[src/rtl/pipe_seq_ctrl_pkg.sv]
// Shared types and constants for the pipeline sequencer.
// The PIPE_PERF_CNT_EN macro (see top) does not affect this package.
package pipe_ctrl_pkg;

   typedef enum logic [1:0] {
      IDLE    = 2'd0,
      RUN     = 2'd1,
      MEMWAIT = 2'd2
   } state_t;

   localparam logic [4:0] REG_ZERO = 5'd0;

   localparam logic [5:0] OP_LW  = 6'h23;
   localparam logic [5:0] OP_SW  = 6'h2b;
   localparam logic [5:0] OP_BEQ = 6'h04;
   localparam logic [5:0] OP_J   = 6'h02;

endpackage

[src/rtl/pipe_seq_ctrl_if.sv]
// Hazard inputs and pipeline-register controls of the sequencer.
// Counter outputs are zero unless PIPE_PERF_CNT_EN is defined.
interface pipe_seq_ctrl_if #(
   parameter int CNT_W = 32
);
   logic             start_i;
   logic [4:0]       id_rs_i;
   logic [4:0]       id_rt_i;
   logic             id_uses_rt_i;
   logic             id_branch_i;
   logic             id_eq_i;
   logic             id_jump_i;
   logic             ex_memread_i;
   logic [4:0]       ex_rt_i;
   logic             mem_req_i;
   logic             pc_we_o;
   logic             ifid_we_o;
   logic             ifid_flush_o;
   logic             idex_bubble_o;
   logic             back_we_o;
   logic             running_o;
   logic [CNT_W-1:0] cycle_cnt_o;
   logic [CNT_W-1:0] stall_cnt_o;
   logic [CNT_W-1:0] flush_cnt_o;

   modport master (
      output start_i, id_rs_i, id_rt_i, id_uses_rt_i,
      output id_branch_i, id_eq_i, id_jump_i,
      output ex_memread_i, ex_rt_i, mem_req_i,
      input  pc_we_o, ifid_we_o, ifid_flush_o,
      input  idex_bubble_o, back_we_o, running_o,
      input  cycle_cnt_o, stall_cnt_o, flush_cnt_o
   );

   modport slave (
      input  start_i, id_rs_i, id_rt_i, id_uses_rt_i,
      input  id_branch_i, id_eq_i, id_jump_i,
      input  ex_memread_i, ex_rt_i, mem_req_i,
      output pc_we_o, ifid_we_o, ifid_flush_o,
      output idex_bubble_o, back_we_o, running_o,
      output cycle_cnt_o, stall_cnt_o, flush_cnt_o
   );
endinterface

[src/rtl/pipe_seq_ctrl_hazard.sv]
// ID-stage load-use detector: lw in EX writing a register read in ID.
// r0 is never a real dependency.
module pipe_hazard_unit
   import pipe_ctrl_pkg::*;
(
   input  logic       ex_memread,
   input  logic [4:0] ex_rt,
   input  logic [4:0] id_rs,
   input  logic [4:0] id_rt,
   input  logic       id_uses_rt,
   output logic       load_use
);
   logic rs_hit;
   logic rt_hit;

   assign rs_hit   = (ex_rt == id_rs);
   assign rt_hit   = id_uses_rt && (ex_rt == id_rt);
   assign load_use = ex_memread && (ex_rt != REG_ZERO)
                   && (rs_hit || rt_hit);
endmodule

[src/rtl/pipe_seq_ctrl.sv]
// Pipeline sequencer: run gating, load-use stall, branch flush, mem freeze.
// Define PIPE_PERF_CNT_EN to build the cycle/stall/flush counters.
module pipe_seq_ctrl
   import pipe_ctrl_pkg::*;
#(
   parameter int MEM_LAT = 1,
   parameter int CNT_W   = 32
) (
   input  logic           clk_i,
   input  logic           rst_i,
   pipe_seq_ctrl_if.slave bus
);
   localparam int LAT_W = (MEM_LAT > 1) ? $clog2(MEM_LAT) : 1;

   state_t           state, state_nxt;
   logic [LAT_W-1:0] lat, lat_nxt;
   logic             done;
   logic             load_use;
   logic             freeze_c;
   logic             redirect;
   logic             pc_we, ifid_we, ifid_flush, bubble, back_we;

   pipe_hazard_unit u_hazard (
      .ex_memread (bus.ex_memread_i),
      .ex_rt      (bus.ex_rt_i),
      .id_rs      (bus.id_rs_i),
      .id_rt      (bus.id_rt_i),
      .id_uses_rt (bus.id_uses_rt_i),
      .load_use   (load_use)
   );

   assign freeze_c = bus.mem_req_i && (MEM_LAT > 0) && !done;
   assign redirect = bus.id_jump_i
                   || (bus.id_branch_i && bus.id_eq_i);

   always_comb begin
      state_nxt  = state;
      lat_nxt    = lat;
      pc_we      = 1'b0;
      ifid_we    = 1'b0;
      ifid_flush = 1'b0;
      bubble     = 1'b0;
      back_we    = 1'b0;
      unique case (state)
         IDLE: begin
            if (bus.start_i) state_nxt = RUN;
         end
         RUN: begin
            if (freeze_c) begin
               state_nxt = MEMWAIT;
               lat_nxt   = LAT_W'(MEM_LAT - 1);
            end else if (load_use) begin
               bubble  = 1'b1;
               back_we = 1'b1;
            end else if (redirect) begin
               pc_we      = 1'b1;
               ifid_we    = 1'b1;
               ifid_flush = 1'b1;
               back_we    = 1'b1;
            end else begin
               pc_we   = 1'b1;
               ifid_we = 1'b1;
               back_we = 1'b1;
            end
            // A pause still lets this cycle's enables act.
            if (!bus.start_i) state_nxt = IDLE;
         end
         MEMWAIT: begin
            if (lat == '0)
               state_nxt = bus.start_i ? RUN : IDLE;
            else
               lat_nxt = lat - 1'b1;
         end
         default: state_nxt = IDLE;
      endcase
      if (!rst_i) begin
         pc_we      = 1'b0;
         ifid_we    = 1'b0;
         ifid_flush = 1'b0;
         bubble     = 1'b0;
         back_we    = 1'b0;
      end
   end

   always_ff @(posedge clk_i) begin
      if (!rst_i) begin
         state <= IDLE;
         lat   <= '0;
         done  <= 1'b0;
      end else begin
         state <= state_nxt;
         lat   <= lat_nxt;
         // One-cycle marker so the finished access is not re-frozen.
         done  <= (state == MEMWAIT) && (lat == '0);
      end
   end

   assign bus.pc_we_o       = pc_we;
   assign bus.ifid_we_o     = ifid_we;
   assign bus.ifid_flush_o  = ifid_flush;
   assign bus.idex_bubble_o = bubble;
   assign bus.back_we_o     = back_we;
   assign bus.running_o     = (state != IDLE);

`ifdef PIPE_PERF_CNT_EN
   logic             cyc_ev, stall_ev, flush_ev;
   logic [CNT_W-1:0] cyc_q, stall_q, flush_q;

   assign cyc_ev   = (state != IDLE);
   assign stall_ev = (state == MEMWAIT)
                   || ((state == RUN) && (freeze_c || load_use));
   assign flush_ev = (state == RUN) && !freeze_c
                   && !load_use && redirect;

   always_ff @(posedge clk_i) begin
      if (!rst_i) begin
         cyc_q   <= '0;
         stall_q <= '0;
         flush_q <= '0;
      end else begin
         if (cyc_ev)   cyc_q   <= cyc_q + 1'b1;
         if (stall_ev) stall_q <= stall_q + 1'b1;
         if (flush_ev) flush_q <= flush_q + 1'b1;
      end
   end

   assign bus.cycle_cnt_o = cyc_q;
   assign bus.stall_cnt_o = stall_q;
   assign bus.flush_cnt_o = flush_q;
`else
   assign bus.cycle_cnt_o = '0;
   assign bus.stall_cnt_o = '0;
   assign bus.flush_cnt_o = '0;
`endif

endmodule

[src/flat_wrapper.sv]
// flat-port wrapper written by rule: the top's interface ports become plain ports
module pipe_seq_ctrl_flat import pipe_ctrl_pkg::*;
#(
   parameter int MEM_LAT = 1,
   parameter int CNT_W   = 32
)
  (clk_i, rst_i, bus_start_i, bus_id_rs_i, bus_id_rt_i, bus_id_uses_rt_i, bus_id_branch_i, bus_id_eq_i, bus_id_jump_i, bus_ex_memread_i, bus_ex_rt_i, bus_mem_req_i, bus_pc_we_o, bus_ifid_we_o, bus_ifid_flush_o, bus_idex_bubble_o, bus_back_we_o, bus_running_o, bus_cycle_cnt_o, bus_stall_cnt_o, bus_flush_cnt_o);
  pipe_seq_ctrl_if #(.CNT_W(CNT_W)) bus_i ();
  input  logic clk_i;
  input  logic rst_i;
  input wire logic [$bits(bus_i.start_i)-1:0] bus_start_i;
  input wire logic [$bits(bus_i.id_rs_i)-1:0] bus_id_rs_i;
  input wire logic [$bits(bus_i.id_rt_i)-1:0] bus_id_rt_i;
  input wire logic [$bits(bus_i.id_uses_rt_i)-1:0] bus_id_uses_rt_i;
  input wire logic [$bits(bus_i.id_branch_i)-1:0] bus_id_branch_i;
  input wire logic [$bits(bus_i.id_eq_i)-1:0] bus_id_eq_i;
  input wire logic [$bits(bus_i.id_jump_i)-1:0] bus_id_jump_i;
  input wire logic [$bits(bus_i.ex_memread_i)-1:0] bus_ex_memread_i;
  input wire logic [$bits(bus_i.ex_rt_i)-1:0] bus_ex_rt_i;
  input wire logic [$bits(bus_i.mem_req_i)-1:0] bus_mem_req_i;
  output wire logic [$bits(bus_i.pc_we_o)-1:0] bus_pc_we_o;
  output wire logic [$bits(bus_i.ifid_we_o)-1:0] bus_ifid_we_o;
  output wire logic [$bits(bus_i.ifid_flush_o)-1:0] bus_ifid_flush_o;
  output wire logic [$bits(bus_i.idex_bubble_o)-1:0] bus_idex_bubble_o;
  output wire logic [$bits(bus_i.back_we_o)-1:0] bus_back_we_o;
  output wire logic [$bits(bus_i.running_o)-1:0] bus_running_o;
  output wire logic [$bits(bus_i.cycle_cnt_o)-1:0] bus_cycle_cnt_o;
  output wire logic [$bits(bus_i.stall_cnt_o)-1:0] bus_stall_cnt_o;
  output wire logic [$bits(bus_i.flush_cnt_o)-1:0] bus_flush_cnt_o;
  assign bus_i.start_i = bus_start_i;
  assign bus_i.id_rs_i = bus_id_rs_i;
  assign bus_i.id_rt_i = bus_id_rt_i;
  assign bus_i.id_uses_rt_i = bus_id_uses_rt_i;
  assign bus_i.id_branch_i = bus_id_branch_i;
  assign bus_i.id_eq_i = bus_id_eq_i;
  assign bus_i.id_jump_i = bus_id_jump_i;
  assign bus_i.ex_memread_i = bus_ex_memread_i;
  assign bus_i.ex_rt_i = bus_ex_rt_i;
  assign bus_i.mem_req_i = bus_mem_req_i;
  assign bus_pc_we_o = bus_i.pc_we_o;
  assign bus_ifid_we_o = bus_i.ifid_we_o;
  assign bus_ifid_flush_o = bus_i.ifid_flush_o;
  assign bus_idex_bubble_o = bus_i.idex_bubble_o;
  assign bus_back_we_o = bus_i.back_we_o;
  assign bus_running_o = bus_i.running_o;
  assign bus_cycle_cnt_o = bus_i.cycle_cnt_o;
  assign bus_stall_cnt_o = bus_i.stall_cnt_o;
  assign bus_flush_cnt_o = bus_i.flush_cnt_o;
  pipe_seq_ctrl #(.MEM_LAT(MEM_LAT), .CNT_W(CNT_W)) u_core (.clk_i(clk_i), .rst_i(rst_i), .bus(bus_i));
endmodule
[config.mk]
export PLATFORM = sky130hd
export DESIGN_NAME = pipe_seq_ctrl_flat
export DESIGN_NICKNAME = d
export VERILOG_FILES = /design/src/rtl/pipe_seq_ctrl_pkg.sv /design/src/rtl/pipe_seq_ctrl_if.sv /design/src/rtl/pipe_seq_ctrl_hazard.sv /design/src/rtl/pipe_seq_ctrl.sv /design/src/flat_wrapper.sv
export SDC_FILE = /design/constraint.sdc
export NUM_CORES = 1
export LEC_CHECK = 0
export CAP_MARGIN = 20
export CELL_PAD_IN_SITES_DETAIL_PLACEMENT = 1
export CELL_PAD_IN_SITES_GLOBAL_PLACEMENT = 2
export CORE_MARGIN = 2
export CORE_UTILIZATION = 11
export DETAILED_ROUTE_END_ITERATION = 8
export PLACE_DENSITY = 0.9
export SLEW_MARGIN = 5
export SYNTH_ARGS = -nofsm -noshare
export SYNTH_HDL_FRONTEND = slang
export SYNTH_SLANG_ARGS = --single-unit
[constraint.sdc]
create_clock -name clk_i -period 1.6 [get_ports clk_i]
set_clock_uncertainty 0.05 [all_clocks]
set_input_delay 0.16 -clock clk_i [delete_from_list [all_inputs] [get_ports clk_i]]
set_output_delay 0.16 -clock clk_i [all_outputs]
set_load 0.005 [all_outputs]
==> results of run 1 <==
## synthesized netlist by cell type
cell       n
a211oi_2   1
a21oi_1    3
and3_1     1
buf_4     97
conb_1     1
dfxtp_1    3
inv_1      1
nand2_1    4
nand2b_1   2
nand3_1    3
nand4_1    1
nor2_1     2
nor2b_1    1
o21a_1     1
o22ai_1    1
or2_2      1
or4_1      1
xnor2_1   10
## cell type report
class                           instances  area share [%]
Tap cell                              108            10.4
Sequential cell                         3            4.73
Clock buffer                            4            3.48
Inverter                                1           0.290
Timing Repair Buffer                   45            32.2
Multi-Input combinational cell        128            48.9
## per-stage QoR
step                worst slack [ns]  util, %
floorplan                      0.193        -
global placement              -0.805     12.7
detailed placement            -0.830     12.7
CTS                           -0.107     14.1
global route                 -0.0640     14.7
finish                       -0.0404     14.7
## critical path: cells and delay by family
family	cells	cell delay, ns
and+or+nand+nor	1	0.52
AOI/OAI and AO/OA	2	0.38
buffers and inverters	3	0.36
## layer usage
layer | vias up | GRT usage [%] | wire length (um)
met5 | - | 0 | 0
met1 | 304 | 3.41 | 669
met4 | 0 | 0.632 | 10
met3 | 2 | 1.41 | 301
met2 | 70 | 7.02 | 1210
li1 | 318 | - | -
## sequential cells by signal, indices dropped and copies added (netlist names)
name,flops
u_core.done,1
u_core.state,2
## worst max-delay path by stage
stage	startpoint	to	slack [ns]	cells past startpoint
2_1_floorplan	bus_ex_rt_i[1]	bus_pc_we_o	0.19	4
3_3_place_gp	bus_ex_rt_i[1]	bus_pc_we_o	-0.81	5
3_5_place_dp	bus_ex_rt_i[1]	bus_pc_we_o	-0.83	5
4_1_cts	bus_ex_rt_i[1]	bus_ifid_flush_o	-0.11	6
5_1_grt	bus_ex_rt_i[4]	bus_ifid_flush_o	-0.06	6
6_report	bus_ex_rt_i[4]	bus_ifid_flush_o	-0.04	6
## what timing repair did
action | CTS | global route
pin swaps | 11 | 11
setup buffers | 7 | 1
resized for setup | 55 | 14
setup endpoints to repair | 6 | 4
## where the power goes
group / switching [mW] / internal (mW)
registers: 0.00129 / 0.0778
logic: 0.112 / 0.101
clock network: 0.0460 / 0.170
total: 0.160 / 0.349
## cells by family after synthesis
kind of cell | synth area share (%)
flip-flops | 5.96
buffers and inverters | 72.7
AND/OR/NAND/NOR | 8.20
XOR/XNOR | 8.70
other | 0.372
AO/OA/AOI/OAI | 4.10
==> results.toml, run 1 <==
[global_route]
grt_pass1_wl_um = 2750
antenna_found_initial = 0
grt.overflow.total = 0
grt_pass1_vias = 580
grt_max_degree = 4
track_usage_pct = 3.53

[cells_and_area]
nets = 206
regArea_um2 = 61.3
final_cell_mix = "conb_1 (96), buf_4 (14), xnor2_1 (10)"
diodes = 0
area_growth_pct = 28.6
layout_commonest_cell = "conb_1"
final_area_um2 = 1290
nFillCells = 1090
final_cells = 289
layout-drive-gt1-share_pct = 21.0
multiInputGateArea_um2 = 633

[detailed_routing]
route.vias.total = 694
drt_pass1_iterations = 4
avgRoutedWirePerCell_um = 7.57
viasPerCell = 2.40
drtIter0Drc = 6
drtAntennaViolNets = 0
wirelength_um = 2190
route.detailed.drc = 0

[floorplanning]
io_pins = 126
start_util_pct = 11.4
die_area_um2 = 9940
core.rowCount = 34
die_height_um = 99.7
die_w_um = 99.7
coreArea_um2 = 8810

[timing]
fmax_mhz = 610
hold_viol = 0
rsz0062_at_grt = "yes"
fin_crit_sh_pct = 103
worst_slack_ns = -0.0404
min_period_ns = 1.64
setup_viol_count_final = 1
slew_violations = 0
whs_ns = 0.463
finalSetupTns_ns = -0.0404

[worst_setup_path]
cp_max_fo = 3
crit_type = "in -> out"
cp_slowest_stage_delay_ns = 0.52
cp_slowest_cell = "or4_4"
rr_startpoint = "u_core.state[0]"
rrSetupSlack_ns = 0.61
arrival_ns = 1.43
end_kind = "output port"
worstSetupStartpointType = "input port"
rr_worst_depth = 5
required_ns = 1.39
crit_chain = "buf_8, or4_4, o21a_4, buf_6, a211oi_2, buf_2"
r2r_end = "u_core.state[1]"

[clock_network]
cts_tree = "built"
cts.sinks = 3
cts.clk_slew.worst_paths_ns = 0.03
root_buffer = "clkbuf_8"
clockBufferDepth = 2
insertion_delay_ns = 0.21
cts_hold_buf = 0
ctsHtreeMaxLevel = 1
cts-buffers-inserted = 3

[status]
violations = "setup timing"
status = "finished with violations"

[synthesis]
synth_area_leaders = "buf_4 (72%), xnor2_1 (8.7%), dfxtp_1 (6.0%)"
synth_cells = 134
yosysSeqAreaShare_pct = 5.96
synth_largest_area_cell = "buf_4"
yosysTopAreaCellShare_pct = 72.3
synth_cell_types = 18
synth-seq-cells = 3
synth_area_per_cell_um2 = 7.52
synth_area_um2 = 1010
synth_warnings = 0

[placement]
dp_hpwl_um = 1910
post-place-cells = 277
placed_cell_area_um2 = 1120
io_buffers = 29
place.gp.congestion = 0.623

[run]
cap_violations = 0

[min_path]
holdCritPathClass = "reg -> reg"
holdPathEnd = "u_core.done"
hold_depth = 2
hp-start = "u_core.state[0]"

[power]
power_density_nw_per_um2 = 393
p_leak_nw = 0.720
power_mw = 0.508
irDropWorstVdd_mv = 0.599
Note: power is estimated with default switching activity, not from simulation.
==> inputs of run 2 (changes only) <==
- ABC_AREA: default -> 1
- CELL_PAD_IN_SITES_DETAIL_PLACEMENT: 1 -> 0
- PLACE_DENSITY: 0.9 -> 0.89
==> results.toml, run 2 <==
[clock_network]
root_buffer = "clkbuf_8"
cts_tree = "built"
ctsHtreeMaxLevel = 1
insertion_delay_ns = 0.22
clockBufferDepth = 2
cts.clk_slew.worst_paths_ns = 0.03
cts_hold_buf = 0
cts.sinks = 3
cts-buffers-inserted = 3

[detailed_routing]
drt_pass1_iterations = 3
drtIter0Drc = 4
wirelength_um = 1820
drtAntennaViolNets = 0
route.vias.total = 772
route.detailed.drc = 0
avgRoutedWirePerCell_um = 5.32
viasPerCell = 2.26

[cells_and_area]
area_growth_pct = 15.9
top_regs = "u_core.state (2), u_core.done (1)"
layout-drive-gt1-share_pct = 12.0
final_cell_mix = "conb_1 (96), nand2_1 (28), inv_1 (15)"
final_cells = 342
final_core_util_pct = 13.0
top_register = "u_core.state"
final_area_um2 = 1270
diodes = 0
layout_commonest_cell = "conb_1"
largest_reg_flops = 2
nets = 234
nFillCells = 1156

[power]
pwr-share-seq_pct = 16.8
power_mw = 0.477
clockPowerShare_pct = 46.0
swShare_pct = 33.9
p_int_mw = 0.315
p_sw_mw = 0.161
irDropWorstVdd_mv = 0.182
p_leak_nw = 0.770
power_frac_comb_pct = 37.3
power_density_nw_per_um2 = 376

[worst_setup_path]
crit_family = "buffers and inverters"
rr_startpoint = "u_core.state[0]"
cp_slowest_cell = "clkdlybuf4s50_1"
cp_max_fo = 3
required_ns = 1.39
end_kind = "output port"
arrival_ns = 1.29
cp_slowest_stage_delay_ns = 0.45
crit_buf_inv = 5
crit_chain = "clkdlybuf4s50_1, inv_1, nor2_2, inv_2, nand3_4, nor2_4, buf_4, dlygate4sd2_1"
worstSetupStartpointType = "input port"
rrSetupSlack_ns = 0.74
startpoint = "bus_mem_req_i"
crit_type = "in -> out"

[placement]
placed_cell_area_um2 = 1200
io_buffers = 29
post-place-cells = 337
pre_cts_ws_ns = -0.471
dp_hpwl_um = 1660
place.gp.congestion = 0.662

[floorplanning]
die_w_um = 104
die_area_um2 = 10800
coreArea_um2 = 9730
die_height_um = 104
core.rowCount = 36
io_pins = 126
start_util_pct = 11.3

[synthesis]
synth-seq-cells = 3
synth_cells = 174
synth_cell_types = 16
synth_most_common_cell = "buf_4"
synth_largest_area_cell = "buf_4"
yosysSeqAreaShare_pct = 5.49
synth_ff_type = "dfxtp_1"
synth_warnings = 0
synth_area_leaders = "buf_4 (67%), nand2_1 (9.9%), dfxtp_1 (5.5%)"
yosysTopAreaCellShare_pct = 66.5
synth_area_per_cell_um2 = 6.29
postSynth.asyncResetShare_pct = 0
synth_area_um2 = 1090
synth_common_cells = "buf_4 (97), nand2_1 (29), inv_1 (15)"
synth_edf_count = 0

[global_route]
grt_max_degree = 5
grt_pass1_vias = 630
grt_pass1_wl_um = 2570
track_usage_pct = 2.96
grt.overflow.total = 0
antenna_found_initial = 0

[timing]
min_period_ns = 1.50
worst_slack_ns = 0.0973
hold_viol = 0
fin_crit_sh_pct = 93.9
finalSetupTns_ns = 0
slew_violations = 0
setup_viol_count_final = 0
rsz0062_at_grt = "no"
fmax_mhz = 665
whs_ns = 0.359

[status]
status = "completed"

[run]
cap_violations = 0

[min_path]
holdCritPathClass = "reg -> reg"
hp-start = "u_core.state[1]"
-- run 2: cell count changes in the layout (fill, tap and decap cells not counted), sizes merged, moves of 2 or more --
cell | previous run | this run
nand2 | 4 | 31
inv | 1 | 22
buf | 24 | 6
xnor2 | 10 | 1
nor2 | 2 | 10
dlygate4sd2 | 7 | 14
dlymetal6s2s | 6 | 3
clkdlybuf4s15 | 0 | 2
nand2b | 2 | 0
-- run 2: what timing repair did --
| action | in CTS | in global routing |
|---|---|---|
| pin swaps | 8 | 12 |
| setup buffers | 2 | 0 |
| resized for setup | 31 | 7 |
| endpoints found under the setup margin | 5 | 4 |
| endpoints found under the hold margin | 0 | 0 |
-- run 2: path summary, 6_finish.rpt --
path	depth (start not counted)	to
hold / removal	1	u_core.state[1]
setup reg to reg	2	u_core.state[1]
hold reg to reg	1	u_core.state[1]
setup / recovery	8	bus_back_we_o
-- run 2: metal layers --
metal | GRT usage (%) | wire length (um)
met5 | 0 | 0
met4 | 2.61 | 45
met3 | 1.01 | 265
met2 | 5.16 | 904
met1 | 2.76 | 605
-- run 2: kinds of logic (layout without fill, tap and decap cells) --
kind of cell / Yosys count / in the layout / synth area share [%]
buffers and inverters: 119 / 59 / 74.1
and+or+nand+nor: 47 / 47 / 17.9
AOI/OAI and AO/OA: 3 / 3 / 1.37
DFF: 3 / 3 / 5.49
other: 1 / 96 / 0.343
xor gates and xnor gates: 1 / 1 / 0.800
-- run 2: area by class of cell --
class / count / area (um2) / area share [%]
Clock buffer: 4 / 45.0 / 3.55
Inverter: 22 / 82.6 / 6.51
Multi-Input combinational cell: 147 / 611 / 48.1
Sequential cell: 3 / 60.1 / 4.73
Tap cell: 133 / 166 / 13.1
Timing Repair Buffer: 33 / 304 / 24.0
-- run 2: power groups by stage --
stage	Combinational (mW)	Sequential, mW	Clock [mW]
final	0.178	0.0799	0.219
after global routing	0.205	0.0800	0.233
after CTS	0.175	0.0799	0.225
after detailed placement	0.182	0.0802	0
after global placement	0.181	0.0799	0
after floorplan	0.267	0.0797	0
==> inputs of run 3 (changes only) <==
- CORE_UTILIZATION: 11 -> 26
- DONT_BUFFER_PORTS: default -> 1
- PLACE_DENSITY: 0.89 -> 0.88
==> results.toml, run 3 (synthesis gave the netlist of run 2 again) <==
[floorplanning]
core.rowCount = 23
coreArea_um2 = 4030
io_pins = 126
start_util_pct = 27.2
die_area_um2 = 4750
die_w_um = 68.9
die_height_um = 68.9

[min_path]
holdCritPathClass = "in -> reg"
hp-start = "bus_start_i"

[detailed_routing]
drtIter0Drc = 4
route.vias.total = 629
drtAntennaViolNets = 0
avgRoutedWirePerCell_um = 6.23
wirelength_um = 1410
viasPerCell = 2.78
route.detailed.drc = 0
drt_pass1_iterations = 2

[placement]
place.gp.congestion = 0.662
dp_hpwl_um = 1340
io_buffers = 0

[cells_and_area]
largest_reg_flops = 2
nets = 201
area_growth_pct = -24.1
top_register = "u_core.state"
layout-drive-gt1-share_pct = 7.95
diodes = 0
top_regs = "u_core.state (2), u_core.done (1)"
layout_commonest_cell = "conb_1"
final_cell_mix = "conb_1 (96), nand2_1 (29), inv_1 (15)"

[worst_setup_path]
r2r_end = "u_core.state[1]"
required_ns = 1.39
crit_buf_inv = 1
cp_slowest_cell = "dfxtp_1"
crit_type = "reg -> out"
rr_startpoint = "u_core.state[0]"
crit_path_end = "bus_ifid_flush_o"
rr_worst_depth = 2
rrSetupSlack_ns = 0.79
cp_max_fo = 3
startpoint = "u_core.state[1]"
cp_slowest_stage_delay_ns = 0.30
end_kind = "output port"
cp_num_cells = 5
worstSetupStartpointType = "flip-flop"
cp_common_cell = "nor2_2"
crit_family = "simple AND/OR/NAND/NOR gates"
crit_chain = "inv_1, nand3_1, nor2_2, nand2_2, nor2_2"
arrival_ns = 1.08

[run]
cap_violations = 0

[clock_network]
post_cts_buffers = 0
cts.clk_slew.worst_paths_ns = 0.03
insertion_delay_ns = 0.21
cts-buffers-inserted = 3
ctsHtreeMaxLevel = 1
cts_tree = "built"
clockBufferDepth = 2
ctsResizeCount = 0
cts.sinks = 3
cts_hold_buf = 0
root_buffer = "clkbuf_8"

[timing]
fmax_mhz = 773
finalSetupTns_ns = 0
min_period_ns = 1.29
hold_viol = 0
setup_viol_count_final = 0
rsz0062_at_grt = "no"
slew_violations = 0
fin_crit_sh_pct = 80.8

[global_route]
antenna_found_initial = 0
grt_pass1_wl_um = 1730
grt.overflow.total = 0
grt_max_degree = 5
track_usage_pct = 4.99
grt_pass1_vias = 442

[power]
power_density_nw_per_um2 = 486
irDropWorstVdd_mv = 0.190
power_mw = 0.403
p_leak_nw = 0.581

[status]
status = "completed"
-- run 3: where the power goes --
part           total [mW]  switching (mW)  internal [mW]
Combinational       0.107          0.0853         0.0220
Sequential         0.0790         0.00151         0.0775
Clock               0.217          0.0474          0.170
Total               0.403           0.134          0.269
-- run 3: layout make-up --
type	instances	area (um2)
Tap cell	50	62.6
Clock buffer	4	45.0
Multi-Input combinational cell	147	581
Sequential cell	3	60.1
Fill cell	483	3200
Inverter	22	82.6
-- run 3: worst min-delay path by stage --
stage | end | cells after the start
after floorplan | u_core.state[0] | 2
after global placement | u_core.state[0] | 2
after detailed placement | u_core.state[0] | 2
after CTS | u_core.done | 2
after global routing | u_core.state[0] | 2
final | u_core.state[0] | 2
-- run 3: stage by stage --
step	utilization, %	setup slack, ns	instances	cell area, um2	hold slack [ns]
floorplan	-	0.538	269	1450	0.251
global placement	19.5	0.541	222	786	0.287
detailed placement	19.5	0.524	222	786	0.288
CTS	20.6	0.293	226	831	0.0641
global route	20.6	0.198	226	831	0.0734
finish	20.6	0.307	226	831	0.0664
-- run 3: routing by layer --
metal | global-route usage, % | vias up | wire length (um)
met4 | 2.94 | 0 | 0
met5 | 0 | - | 0
li1 | - | 321 | -
met3 | 2.60 | 0 | 262
met2 | 8.53 | 62 | 714
met1 | 4.76 | 246 | 430
